[src/rtl/lvm_pkg.sv]
// -----------------------------------------------------------------------------
// lvm_pkg : shared types and constants for the pc_unit16 slice.
//   LVM_WIDTH      - default address/data word width
//   word_t         - LVM_WIDTH-bit word
//   LVM_RESET_VEC  - default reset vector for the program counter
//   pc_op_e        - per-cycle pc operation chosen by the priority decoder
//   pc_decode()    - ret > call > load > inc > hold; call/ret are ignored
//                    when the return stack is not built
// -----------------------------------------------------------------------------
package lvm_pkg;

   localparam int LVM_WIDTH = 16;

   typedef logic [LVM_WIDTH-1:0] word_t;

   localparam word_t LVM_RESET_VEC = 16'h0000;

   typedef enum logic [2:0] {
      PC_HOLD,
      PC_INC,
      PC_LOAD,
      PC_CALL,
      PC_RET
   } pc_op_e;

   function automatic pc_op_e pc_decode(input logic ret, input logic call,
                                        input logic load, input logic inc,
                                        input bit stk_en);
      pc_op_e op;
      op = PC_HOLD;
      if (stk_en && ret)       op = PC_RET;
      else if (stk_en && call) op = PC_CALL;
      else if (load)           op = PC_LOAD;
      else if (inc)            op = PC_INC;
      return op;
   endfunction

endpackage

[src/rtl/pc_unit16_if.sv]
// -----------------------------------------------------------------------------
// pc_unit16_if : request/response bundle of the program counter.
//   jump_addr, load, inc, call, ret : requests (master -> slave)
//   pc, stk_full, stk_empty, stk_err : registered state (slave -> master)
// -----------------------------------------------------------------------------
interface pc_unit16_if #(
   parameter int WIDTH = 16
) ();

   logic [WIDTH-1:0] jump_addr;
   logic             load;
   logic             inc;
   logic             call;
   logic             ret;
   logic [WIDTH-1:0] pc;
   logic             stk_full;
   logic             stk_empty;
   logic             stk_err;

   modport master (
      output jump_addr, load, inc, call, ret,
      input  pc, stk_full, stk_empty, stk_err
   );

   modport slave (
      input  jump_addr, load, inc, call, ret,
      output pc, stk_full, stk_empty, stk_err
   );

endinterface

[src/rtl/pc_unit16_ret_stack.sv]
// -----------------------------------------------------------------------------
// ret_stack : parameterised LIFO holding return addresses.
//   clk, rst_n : clock, synchronous active-low reset (clears sp and flags)
//   push, din  : write din on top (ignored and flagged when full)
//   pop        : drop top entry (ignored and flagged when empty)
//   dout       : current top entry (valid while !empty)
//   full/empty : registered occupancy flags, updated together with sp
//   err        : sticky overflow/underflow flag, cleared only by reset
// pop wins when both are raised.
// -----------------------------------------------------------------------------
module ret_stack #(
   parameter int WIDTH = 16,
   parameter int DEPTH = 8
) (
   input  logic             clk,
   input  logic             rst_n,
   input  logic             push,
   input  logic             pop,
   input  logic [WIDTH-1:0] din,
   output logic [WIDTH-1:0] dout,
   output logic             full,
   output logic             empty,
   output logic             err
);

   localparam int AW  = $clog2(DEPTH);
   localparam int SPW = $clog2(DEPTH + 1);

   logic [WIDTH-1:0] mem [DEPTH];
   logic [SPW-1:0]   sp;
   logic [SPW-1:0]   sp_nxt;
   logic [SPW-1:0]   sp_m1;
   logic             do_push;
   logic             do_pop;
   logic             bad_op;

   assign do_pop  = pop && !empty;
   assign do_push = push && !pop && !full;
   assign bad_op  = (pop && empty) || (push && !pop && full);

   always_comb begin
      sp_nxt = sp;
      if (do_pop)       sp_nxt = sp - SPW'(1);
      else if (do_push) sp_nxt = sp + SPW'(1);
   end

   always_ff @(posedge clk) begin
      if (!rst_n) begin
         sp    <= '0;
         full  <= 1'b0;
         empty <= 1'b1;
         err   <= 1'b0;
      end else begin
         sp    <= sp_nxt;
         full  <= (sp_nxt == SPW'(DEPTH));
         empty <= (sp_nxt == '0);
         if (bad_op) err <= 1'b1;
      end
   end

   // Storage has no reset; only sp decides which entries are meaningful.
   always_ff @(posedge clk) begin
      if (do_push) mem[sp[AW-1:0]] <= din;
   end

   assign sp_m1 = sp - SPW'(1);
   assign dout  = mem[sp_m1[AW-1:0]];

endmodule

[src/rtl/pc_unit16.sv]
// -----------------------------------------------------------------------------
// pc_unit16 : 16-bit program counter with optional return-address stack.
//   clk    : rising-edge clock
//   rst_n  : synchronous active-low reset, wins over any request
//   bus    : pc_unit16_if.slave (jump_addr/load/inc/call/ret in,
//            pc/stk_full/stk_empty/stk_err out, all outputs registered)
// Build option LVM_PC_STACK_EN: when defined the return stack is built and
// call/ret are honoured; otherwise call/ret are ignored and the flags read
// full=0, empty=1, err=0.
// -----------------------------------------------------------------------------
module pc_unit16
   import lvm_pkg::*;
#(
   parameter int               WIDTH     = LVM_WIDTH,
   parameter int               DEPTH     = 8,
   parameter logic [WIDTH-1:0] RESET_VEC = LVM_RESET_VEC
) (
   input logic          clk,
   input logic          rst_n,
   pc_unit16_if.slave   bus
);

   logic [WIDTH-1:0] pc_q;
   logic [WIDTH-1:0] pc_nxt;
   logic [WIDTH-1:0] pc_inc;
   logic [WIDTH-1:0] stk_dout;
   logic             stk_full;
   logic             stk_empty;
   logic             stk_err;
   pc_op_e           op;

`ifdef LVM_PC_STACK_EN
   localparam bit STK_EN = 1'b1;

   ret_stack #(
      .WIDTH (WIDTH),
      .DEPTH (DEPTH)
   ) u_stk (
      .clk   (clk),
      .rst_n (rst_n),
      .push  (op == PC_CALL),
      .pop   (op == PC_RET),
      .din   (pc_inc),
      .dout  (stk_dout),
      .full  (stk_full),
      .empty (stk_empty),
      .err   (stk_err)
   );
`else
   localparam bit STK_EN = 1'b0;

   logic unused_stk_req;

   assign unused_stk_req = &{1'b0, bus.call, bus.ret};
   assign stk_dout  = '0;
   assign stk_full  = 1'b0;
   assign stk_empty = 1'b1;
   assign stk_err   = 1'b0;
`endif

   assign op     = pc_decode(bus.ret, bus.call, bus.load, bus.inc, STK_EN);
   assign pc_inc = pc_q + WIDTH'(1);   // wraps modulo 2^WIDTH

   // Rejected call/ret (full/empty) leave the pc where it is.
   always_comb begin
      pc_nxt = pc_q;
      unique case (op)
         PC_RET:  if (!stk_empty) pc_nxt = stk_dout;
         PC_CALL: if (!stk_full)  pc_nxt = bus.jump_addr;
         PC_LOAD: pc_nxt = bus.jump_addr;
         PC_INC:  pc_nxt = pc_inc;
         default: pc_nxt = pc_q;
      endcase
   end

   always_ff @(posedge clk) begin
      if (!rst_n) pc_q <= RESET_VEC;
      else        pc_q <= pc_nxt;
   end

   assign bus.pc        = pc_q;
   assign bus.stk_full  = stk_full;
   assign bus.stk_empty = stk_empty;
   assign bus.stk_err   = stk_err;

endmodule

[src/flat_wrapper.sv]
// flat-port wrapper written by rule: the top's interface ports become plain ports
module pc_unit16_flat import lvm_pkg::*;
#(
   parameter int               WIDTH     = LVM_WIDTH,
   parameter int               DEPTH     = 8,
   parameter logic [WIDTH-1:0] RESET_VEC = LVM_RESET_VEC
)
  (clk, rst_n, bus_jump_addr, bus_load, bus_inc, bus_call, bus_ret, bus_pc, bus_stk_full, bus_stk_empty, bus_stk_err);
  pc_unit16_if #(.WIDTH(WIDTH)) bus_i ();
  input logic clk;
  input logic rst_n;
  input wire logic [$bits(bus_i.jump_addr)-1:0] bus_jump_addr;
  input wire logic [$bits(bus_i.load)-1:0] bus_load;
  input wire logic [$bits(bus_i.inc)-1:0] bus_inc;
  input wire logic [$bits(bus_i.call)-1:0] bus_call;
  input wire logic [$bits(bus_i.ret)-1:0] bus_ret;
  output wire logic [$bits(bus_i.pc)-1:0] bus_pc;
  output wire logic [$bits(bus_i.stk_full)-1:0] bus_stk_full;
  output wire logic [$bits(bus_i.stk_empty)-1:0] bus_stk_empty;
  output wire logic [$bits(bus_i.stk_err)-1:0] bus_stk_err;
  assign bus_i.jump_addr = bus_jump_addr;
  assign bus_i.load = bus_load;
  assign bus_i.inc = bus_inc;
  assign bus_i.call = bus_call;
  assign bus_i.ret = bus_ret;
  assign bus_pc = bus_i.pc;
  assign bus_stk_full = bus_i.stk_full;
  assign bus_stk_empty = bus_i.stk_empty;
  assign bus_stk_err = bus_i.stk_err;
  pc_unit16 #(.WIDTH(WIDTH), .DEPTH(DEPTH), .RESET_VEC(RESET_VEC)) u_core (.clk(clk), .rst_n(rst_n), .bus(bus_i));
endmodule
[config.mk]
export PLATFORM = sky130hd
export DESIGN_NAME = pc_unit16_flat
export DESIGN_NICKNAME = d
export VERILOG_FILES = /design/src/rtl/lvm_pkg.sv /design/src/rtl/pc_unit16_if.sv /design/src/rtl/pc_unit16_ret_stack.sv /design/src/rtl/pc_unit16.sv /design/src/flat_wrapper.sv
export SDC_FILE = /design/constraint.sdc
export NUM_CORES = 1
export LEC_CHECK = 0
export CELL_PAD_IN_SITES_DETAIL_PLACEMENT = 0
export CELL_PAD_IN_SITES_GLOBAL_PLACEMENT = 1
export CORE_MARGIN = 3
export CORE_UTILIZATION = 39
export CTS_CLUSTER_DIAMETER = 30
export DETAILED_ROUTE_END_ITERATION = 10
export DONT_BUFFER_PORTS = 1
export PLACE_DENSITY = 0.75
export RECOVER_POWER = 50
export SLEW_MARGIN = 30
export SYNTH_ARGS = -nofsm -noshare
export SYNTH_HDL_FRONTEND = slang
export SYNTH_SLANG_ARGS = --single-unit
[constraint.sdc]
create_clock -name clk -period 1.5 [get_ports clk]
set_clock_uncertainty 0.2 [all_clocks]
set_input_delay 0.3 -clock clk [delete_from_list [all_inputs] [get_ports clk]]
set_output_delay 0.3 -clock clk [all_outputs]
set_load 0.01 [all_outputs]
### After elaboration in Yosys (flattened, before gate mapping)

Cells that the tools add are included.

* $add $sub $neg: 1
* $mul: 0
* divide/modulo/power cells: 0
* order comparisons: 0
* eq/ne operators: 3
* shifts and indexed selects: 0
* muxes and demuxes: 3
* bitwise gates (word level): 0
* reduce and logical (&&, ||, !) cells: 2

Operators by type and width (number)
* 16-bit one-hot mux with 2 select lines: 1
* 16-bit by 1-bit adder with 16-bit output (second input constant): 1
* 3-bit by 2-bit == test with 1-bit output (second input constant): 2
* 3-bit by 1-bit == test with 1-bit output (second input constant): 1
* 2-bit 2-to-1 mux: 1
* 2-bit nonzero test: 1
* 2-bit OR reduction: 1
* 1-bit 2-to-1 mux: 1

* flip-flop bits (word level): 16
* latch bits: 0
* RAM bits: 0
* memory bits (read-only): 0
* input port bits: 22
* output and inout port bits: 19
* word-level logic and storage cells: 10
* memories kept: 0

### Longest topological paths before layout

Gate-level depths: netlist (run 1).

* depth in word-level cells: 5
* mapped depth: 5
* gate-level depth less buffers: 4

### Worst setup path before layout (run 1)

Ideal clock, no wire load.

* path kind: reg2reg
* start: register u_core.pc_q[0], in the netlist u_core.bus.pc[0]
* end: register u_core.pc_q[10], in the netlist u_core.bus.pc[10]
* setup time: 0.074 ns
* arrival time: 1.448 ns
* required time: 1.226 ns
* slack: -0.222 ns
* cell stages (with the launch flop): 5
* buffers on the path: 0
* cells stage by stage: dfxtp_1 -> ha_1 -> nand3_2 -> or4_1 -> a31oi_1

* longest elaborated chain between the ends: 2

RTL lines
* start, declared: line pc_unit16.sv:23 `logic [WIDTH-1:0] pc_q;`
* start signal, assigned: line pc_unit16.sv:78 `else pc_q <= pc_nxt;`
* 16-bit by 1-bit adder with 16-bit output: line pc_unit16.sv:62 `assign pc_inc = pc_q + WIDTH'(1);`
* 16-bit one-hot mux with 2 select lines: line pc_unit16.sv:67 `unique case (op)`

No other way between the ends.
A chain may end at the register's enable or synchronous reset.

### Worst setup path in the final report (run 1)

* start: register u_core.pc_q[3], in the netlist u_core.bus.pc[3]
* end: register u_core.pc_q[11], in the netlist u_core.bus.pc[11]

Same word-level chain as after synthesis.

==> metrics, run 1 <==
post-synthesis adder-cell area fraction 1.30%; CP Cell Sequence nand4_4 > or4_1 > a31oi_1; clock share of power a little under 30%; sequential group share of total power about half; Largest register FFs 16; post-synthesis register bit count 16; starting density of the core between 40% and 50%; CTS tree built; simple-gate share of the synthesized area about a quarter; min-delay worst type in -> reg; wire per inst between 15 and 20 um; period utilization 101%; Routed Antenna Nets 0; Clock transition at path regs roughly 0.11 ns; Max-cap violations 0; post-synthesis mux area share 1.04%; Peak VDD IR about 0.55 mV; Sink Count 16; Synth Area in Compound Gates about 28%; Area growth syn-to-layout 49.9%; gpl congestion 0.784; vias 1,030; I/O pin cnt between 40 and 50; Clock Tree Buf Depth 2; Overflow after GRT 0; Setup Viol. Count Final 1; Die Wd approximately 56 um; critical path required time 1.53 ns; largest family of logic cells by synthesized area compound AO/OA/AOI/OAI gates; pre-CTS setup slack -0.0604 ns; switching share of power between 20 and 30%; DR DRC count 0; leakage approximately 0.00053 uW; Post-Route WL between 2 and 3 mm; Final nets ~170; share of cells above drive strength 1 34.7%; Cell variety after synth 33; xor and xnor area share after synthesis roughly 3.7%; register area share after synthesis ~33%; Design Power roughly 1000 uW; first-pass GRT wire length 4.71 mm; total CTS buffers 3; port bufs 0; largest net degree at the start of global routing 14; row count 17; H-tree depth 1; Slew Limit Fails 0; Die Area about 3100 um^2; status complete, but fails checks; Buf/Inv on CP 0; Post-DP HPWL about 1.8 mm; Critical Path AT ~1.5 ns; antenna violations before repair 0; post-route setup slack -0.0101 ns; slowest stage delay, CP ~0.52 ns; FFs w/ async S/R, synth 0%; Comb power frac a little over a fifth; Root Driver clkbuf_4; Int Pwr roughly 730 uW; crit end category register; count of final hold-check violations 0; Detailed Route Iter0 Violations 7; most frequent cells in the layout 25 x buf_4, 13 x dlygate4sd3_1, 12 x o21ai_0; synthesized area about 960 um^2; drt first pass iters 4; GRT Overall Usage between 10% and 20%; commonest non-fill, non-tap cell in the layout buf_4; f_max 0.662 GHz; Psw just under 300 uW; Setup CP Type reg -> reg; Vias/cell 5.79; vias in the first global route about 1,000; prevailing post-synth register cell dfxtp_1; RSZ-0062 raised after global routing true; Worst path top cell family by delay simple AND/OR/NAND/NOR gates; failing checks setup timing; core area roughly 2300 um^2; slowest CP cell or4_1; die height around 56 um; P per Cell Area between 700 and 800 nW/um^2; fin crit period about 1.5 ns; CP startpoint kind register; ant diodes 0; Yosys Warn Count 0; Mapped Cells about 110; CP max FO 8; Avg Inst Size Synth 8.57 um^2; clock latency on the worst-skew pair ~0.29 ns; number of synthesized flops with an enable pin 0
## area by class of cell
class / instances / area [um^2]
Multi-Input combinational cell: 86 / 648
Timing Repair Buffer: 41 / 353
Fill cell: 200 / 837
Sequential cell: 16 / 352
Inverter: 3 / 15.0
Tap cell: 28 / 35.0
Clock buffer: 4 / 36.3
## synthesized netlist by cell type, types with 2 or more instances
cell | number | share of area, %
buf_4 | 4 | 3.1
xnor2_1 | 3 | 2.7
inv_1 | 3 | 1.2
a211oi_1 | 4 | 3.1
nor4_1 | 4 | 2.6
o211a_1 | 4 | 4.2
clkbuf_1 | 4 | 1.6
nand4_1 | 3 | 2.0
nand3_1 | 3 | 1.6
o21ai_0 | 13 | 6.8
o41a_1 | 4 | 4.7
dfxtp_1 | 16 | 33
o31ai_1 | 4 | 3.1
nor2b_1 | 4 | 2.6
or4_1 | 4 | 3.1
nand2b_1 | 3 | 2.0
conb_1 | 2 | 0.78
nor2_1 | 4 | 1.6
nand2_1 | 6 | 2.3
a31oi_1 | 6 | 3.9
or3_1 | 2 | 1.3
## through the flow
stage | hold WS (ns) | area, um^2 | TNS, ns | instances | utilization [%]
2_1_floorplan | 0.231 | 1010 | -0.00864 | 113 | -
3_3_place_gp | 0.229 | 1160 | -0.0774 | 154 | 50.8
3_5_place_dp | 0.230 | 1160 | -0.158 | 154 | 50.8
4_1_cts | 0.00840 | 1360 | -0.00183 | 174 | 59.9
5_1_grt | 0.0106 | 1440 | -0.384 | 178 | 63.2
6_report | 0.0120 | 1440 | -0.0101 | 178 | 63.2
## repair_timing
item	4_1_cts	5_1_grt
hold buffers	13	0
pin swaps	6	4
setup endpoints to repair	7	13
gates resized for setup	4	9
cloned	2	0
buffers inserted	1	4
endpoints found under the hold margin	16	0
## cells by family (layout without fill, tap and decap cells)
| group | after synthesis | in the layout |
|---|---|---|
| fa+ha+maj | 1 | 1 |
| flops | 16 | 16 |
| mux | 1 | 1 |
| simple gates | 37 | 39 |
| other cells | 2 | 3 |
| xor+xnor | 4 | 4 |
| buf+inv | 13 | 48 |
| compound gates | 38 | 38 |
## path summary, 6_finish.rpt
kind	slack [ns]	end	startpoint	depth (start not counted)
hold / removal	0.01	u_core.bus.pc[15]	bus_load	2
setup reg to reg	-0.01	u_core.bus.pc[11]	u_core.bus.pc[3]	3
setup / recovery	-0.01	u_core.bus.pc[11]	u_core.bus.pc[3]	3
hold reg to reg	0.34	u_core.bus.pc[9]	u_core.bus.pc[9]	2
## routing by layer
layer | share of wire (%) | global-route usage [%] | routed length, um
met1 | 43 | 22.7 | 1210
met2 | 51 | 31.6 | 1420
met3 | 6.0 | 5.10 | 168
met4 | 0.50 | 6.94 | 14
met5 | 0 | 0 | 0
## power by group through the flow
stage | combinational (uW) | clock, uW | sequential [uW]
final | 223 | 298 | 504
after global routing | 246 | 334 | 511
after CTS | 208 | 305 | 504
after detailed placement | 168 | 0 | 512
after global placement | 163 | 0 | 511
after floorplan | 101 | 0 | 525
## worst reg2reg max path, delay by kind of cell, from the launching register on
kind            cells  cell delay, ns
flops               1            0.40
compound gates      1            0.16
simple gates        2            0.68
Note: power is estimated with default switching activity, not from simulation.
==> run 2: changes to the inputs <==
--- a/config.mk
+++ b/config.mk
@@ -13,7 +13,7 @@
 export DETAILED_ROUTE_END_ITERATION = 10
 export DONT_BUFFER_PORTS = 1
 export PLACE_DENSITY = 0.75
-export RECOVER_POWER = 50
+export RECOVER_POWER = 25
 export SLEW_MARGIN = 30
 export SYNTH_ARGS = -nofsm -noshare
 export SYNTH_HDL_FRONTEND = slang
==> run 2 against run 1 <==
The flow still finishes with violations (setup timing). Clock power about the same. Cell area increased by 0.26%. Sequential power barely moved. Worst hold slack unchanged. First-iteration DRC count grew 14%. Critical path depth did not move. Cell count stayed put. Combinational power about the same. Largest cell class unchanged. Highest routed layer unchanged.
==> metrics, run 2 (same netlist as run 1, synthesis figures left out) <==
CP max FO 8 (unchanged); Die Area 3090 um^2 (unchanged); P per Cell Area 712 nW/um^2 (about the same); core area 2280 um^2 (unchanged); antenna violations before repair 0 (unchanged); leakage 0.000532 uW (+0.75%); Detailed Route Iter0 Violations 8 (+1); Setup CP Type reg -> reg; failing checks setup timing; Area growth syn-to-layout 50.3%; Setup Viol. Count Final 1 (unchanged); gpl congestion 0.784 (unchanged); Filler cells 198 (-1.0%); clock share of power 29.1% (about the same); Clock Tree Buf Depth 2 (unchanged); Max-cap violations 0 (unchanged); Comb power frac 21.9% (about the same); count of final hold-check violations 0 (unchanged); Die Wd 55.6 um (unchanged); CP Cell Sequence nand4_4 > or4_1 > a31oi_1; slowest stage delay, CP 0.52 ns (about the same); Peak VDD IR 0.551 mV (+0.49%); DR DRC count 0 (unchanged); share of cells above drive strength 1 35.3% (+0.67 points); setup TNS -0.00930 ns (+0.000764 ns); Register Area 352 um^2 (unchanged); most frequent cells in the layout 26 x buf_4, 13 x dlygate4sd3_1, 12 x o21ai_0; drt first pass iters 4 (unchanged); Final Util 63.4% (+0.16 points); critical path required time 1.53 ns (about the same); Psw 297 uW (+0.20%); row count 17 (unchanged); Final nets 174 (unchanged); Largest register FFs 16 (unchanged); largest net degree at the start of global routing 14 (unchanged); placed cells 154 (unchanged); worst reg2reg path startpoint u_core.bus.pc[3]; first-pass GRT wire length 4.71 mm (unchanged); wire per inst 15.8 um (about the same); slowest CP cell or4_1; Hold Startpoint bus_load; Slew Limit Fails 0 (unchanged); Int Pwr 731 uW (+0.20%); pre-CTS setup slack -0.0604 ns (unchanged); Vias/cell 5.80 (+0.19%); CTS tree built; f_max 0.663 GHz (about the same); Critical Path AT 1.54 ns (about the same); I/O pin cnt 41 (unchanged); Sink Count 16 (unchanged); total CTS buffers 3 (unchanged); GRT Overall Usage 18.8% (unchanged); status complete, but fails checks; Post-Route WL 2.81 mm (about the same); multi-input logic area 648 um^2 (unchanged); port bufs 0 (unchanged); fin crit period 1.51 ns (-0.000764 ns); Design Power 1030 uW (+0.20%); vias in the first global route 1,004 (unchanged); clock latency on the worst-skew pair 0.29 ns (about the same); Post-DP HPWL 1.80 mm (unchanged); RSZ-0062 raised after global routing true; period utilization 101% (about the same); starting density of the core 42.2% (unchanged); CP startpoint kind register; Clock transition at path regs 0.11 ns (about the same); commonest non-fill, non-tap cell in the layout buf_4; fin cells 178 (unchanged); Worst setup startpoint u_core.bus.pc[3]; die height 55.6 um (unchanged); ant diodes 0 (unchanged); post-route setup slack -0.00930 ns (+0.000764 ns); crit end category register; vias 1,032 (+0.19%); min-delay worst type in -> reg; Routed Antenna Nets 0 (unchanged); Overflow after GRT 0 (unchanged); Root Driver clkbuf_4; sequential group share of total power 49.0% (about the same); switching share of power 28.9% (about the same); H-tree depth 1 (unchanged)
## run 2: changes by cell type in the layout (fill, tap and decap cells not counted)
cell / before / now
clkbuf_1: 1 / 0
buf_4: 25 / 26
## run 2: layout make-up
type                    count  area share [%]
inverters                   3            1.04
well taps                  28            2.43
clock buffers               4            2.52
repair buffers             41            24.7
multi-input cells          86            44.9
flip-flops and latches     16            24.4
## run 2: critical path: cells and delay by family (launching register included)
kind / cells / cell delay [ns]
AND/OR/NAND/NOR: 2 / 0.68
AO/OA/AOI/OAI: 1 / 0.16
flip-flops: 1 / 0.40
## run 2: per-stage QoR
stage | area (um^2) | hold slack [ns]
2_1_floorplan | 1010 | 0.231
3_3_place_gp | 1160 | 0.229
3_5_place_dp | 1160 | 0.230
4_1_cts | 1360 | 0.00840
5_1_grt | 1440 | 0.0106
6_report | 1440 | 0.0120
## run 2: path summary, 6_finish.rpt
path | endpoint | slack, ns | cells past startpoint
setup / recovery | u_core.bus.pc[11] | -0.009 | 3
hold / removal | u_core.bus.pc[15] | 0.01 | 2
setup reg to reg | u_core.bus.pc[11] | -0.009 | 3
hold reg to reg | u_core.bus.pc[9] | 0.34 | 2
## run 2: what timing repair did
item / in CTS / in global routing
endpoints found under the setup margin: 7 / 13
buffers inserted: 1 / 4
gates resized for setup: 4 / 9
endpoints found under the hold margin: 16 / 0
pin swaps: 6 / 4
hold buffers: 13 / 0
cloned: 2 / 0
## run 2: metal layers
layer	routed length, um	GRT usage, %
met5	0	0
met4	14	6.94
met3	168	5.10
met2	1420	31.6
met1	1210	22.7
## run 2: power by group through the flow
stage	Combinational (uW)	Clock, uW	Sequential (uW)
floorplan	101	0	525
global placement	163	0	511
detailed placement	168	0	512
CTS	208	305	504
global route	248	334	511
finish	225	299	504
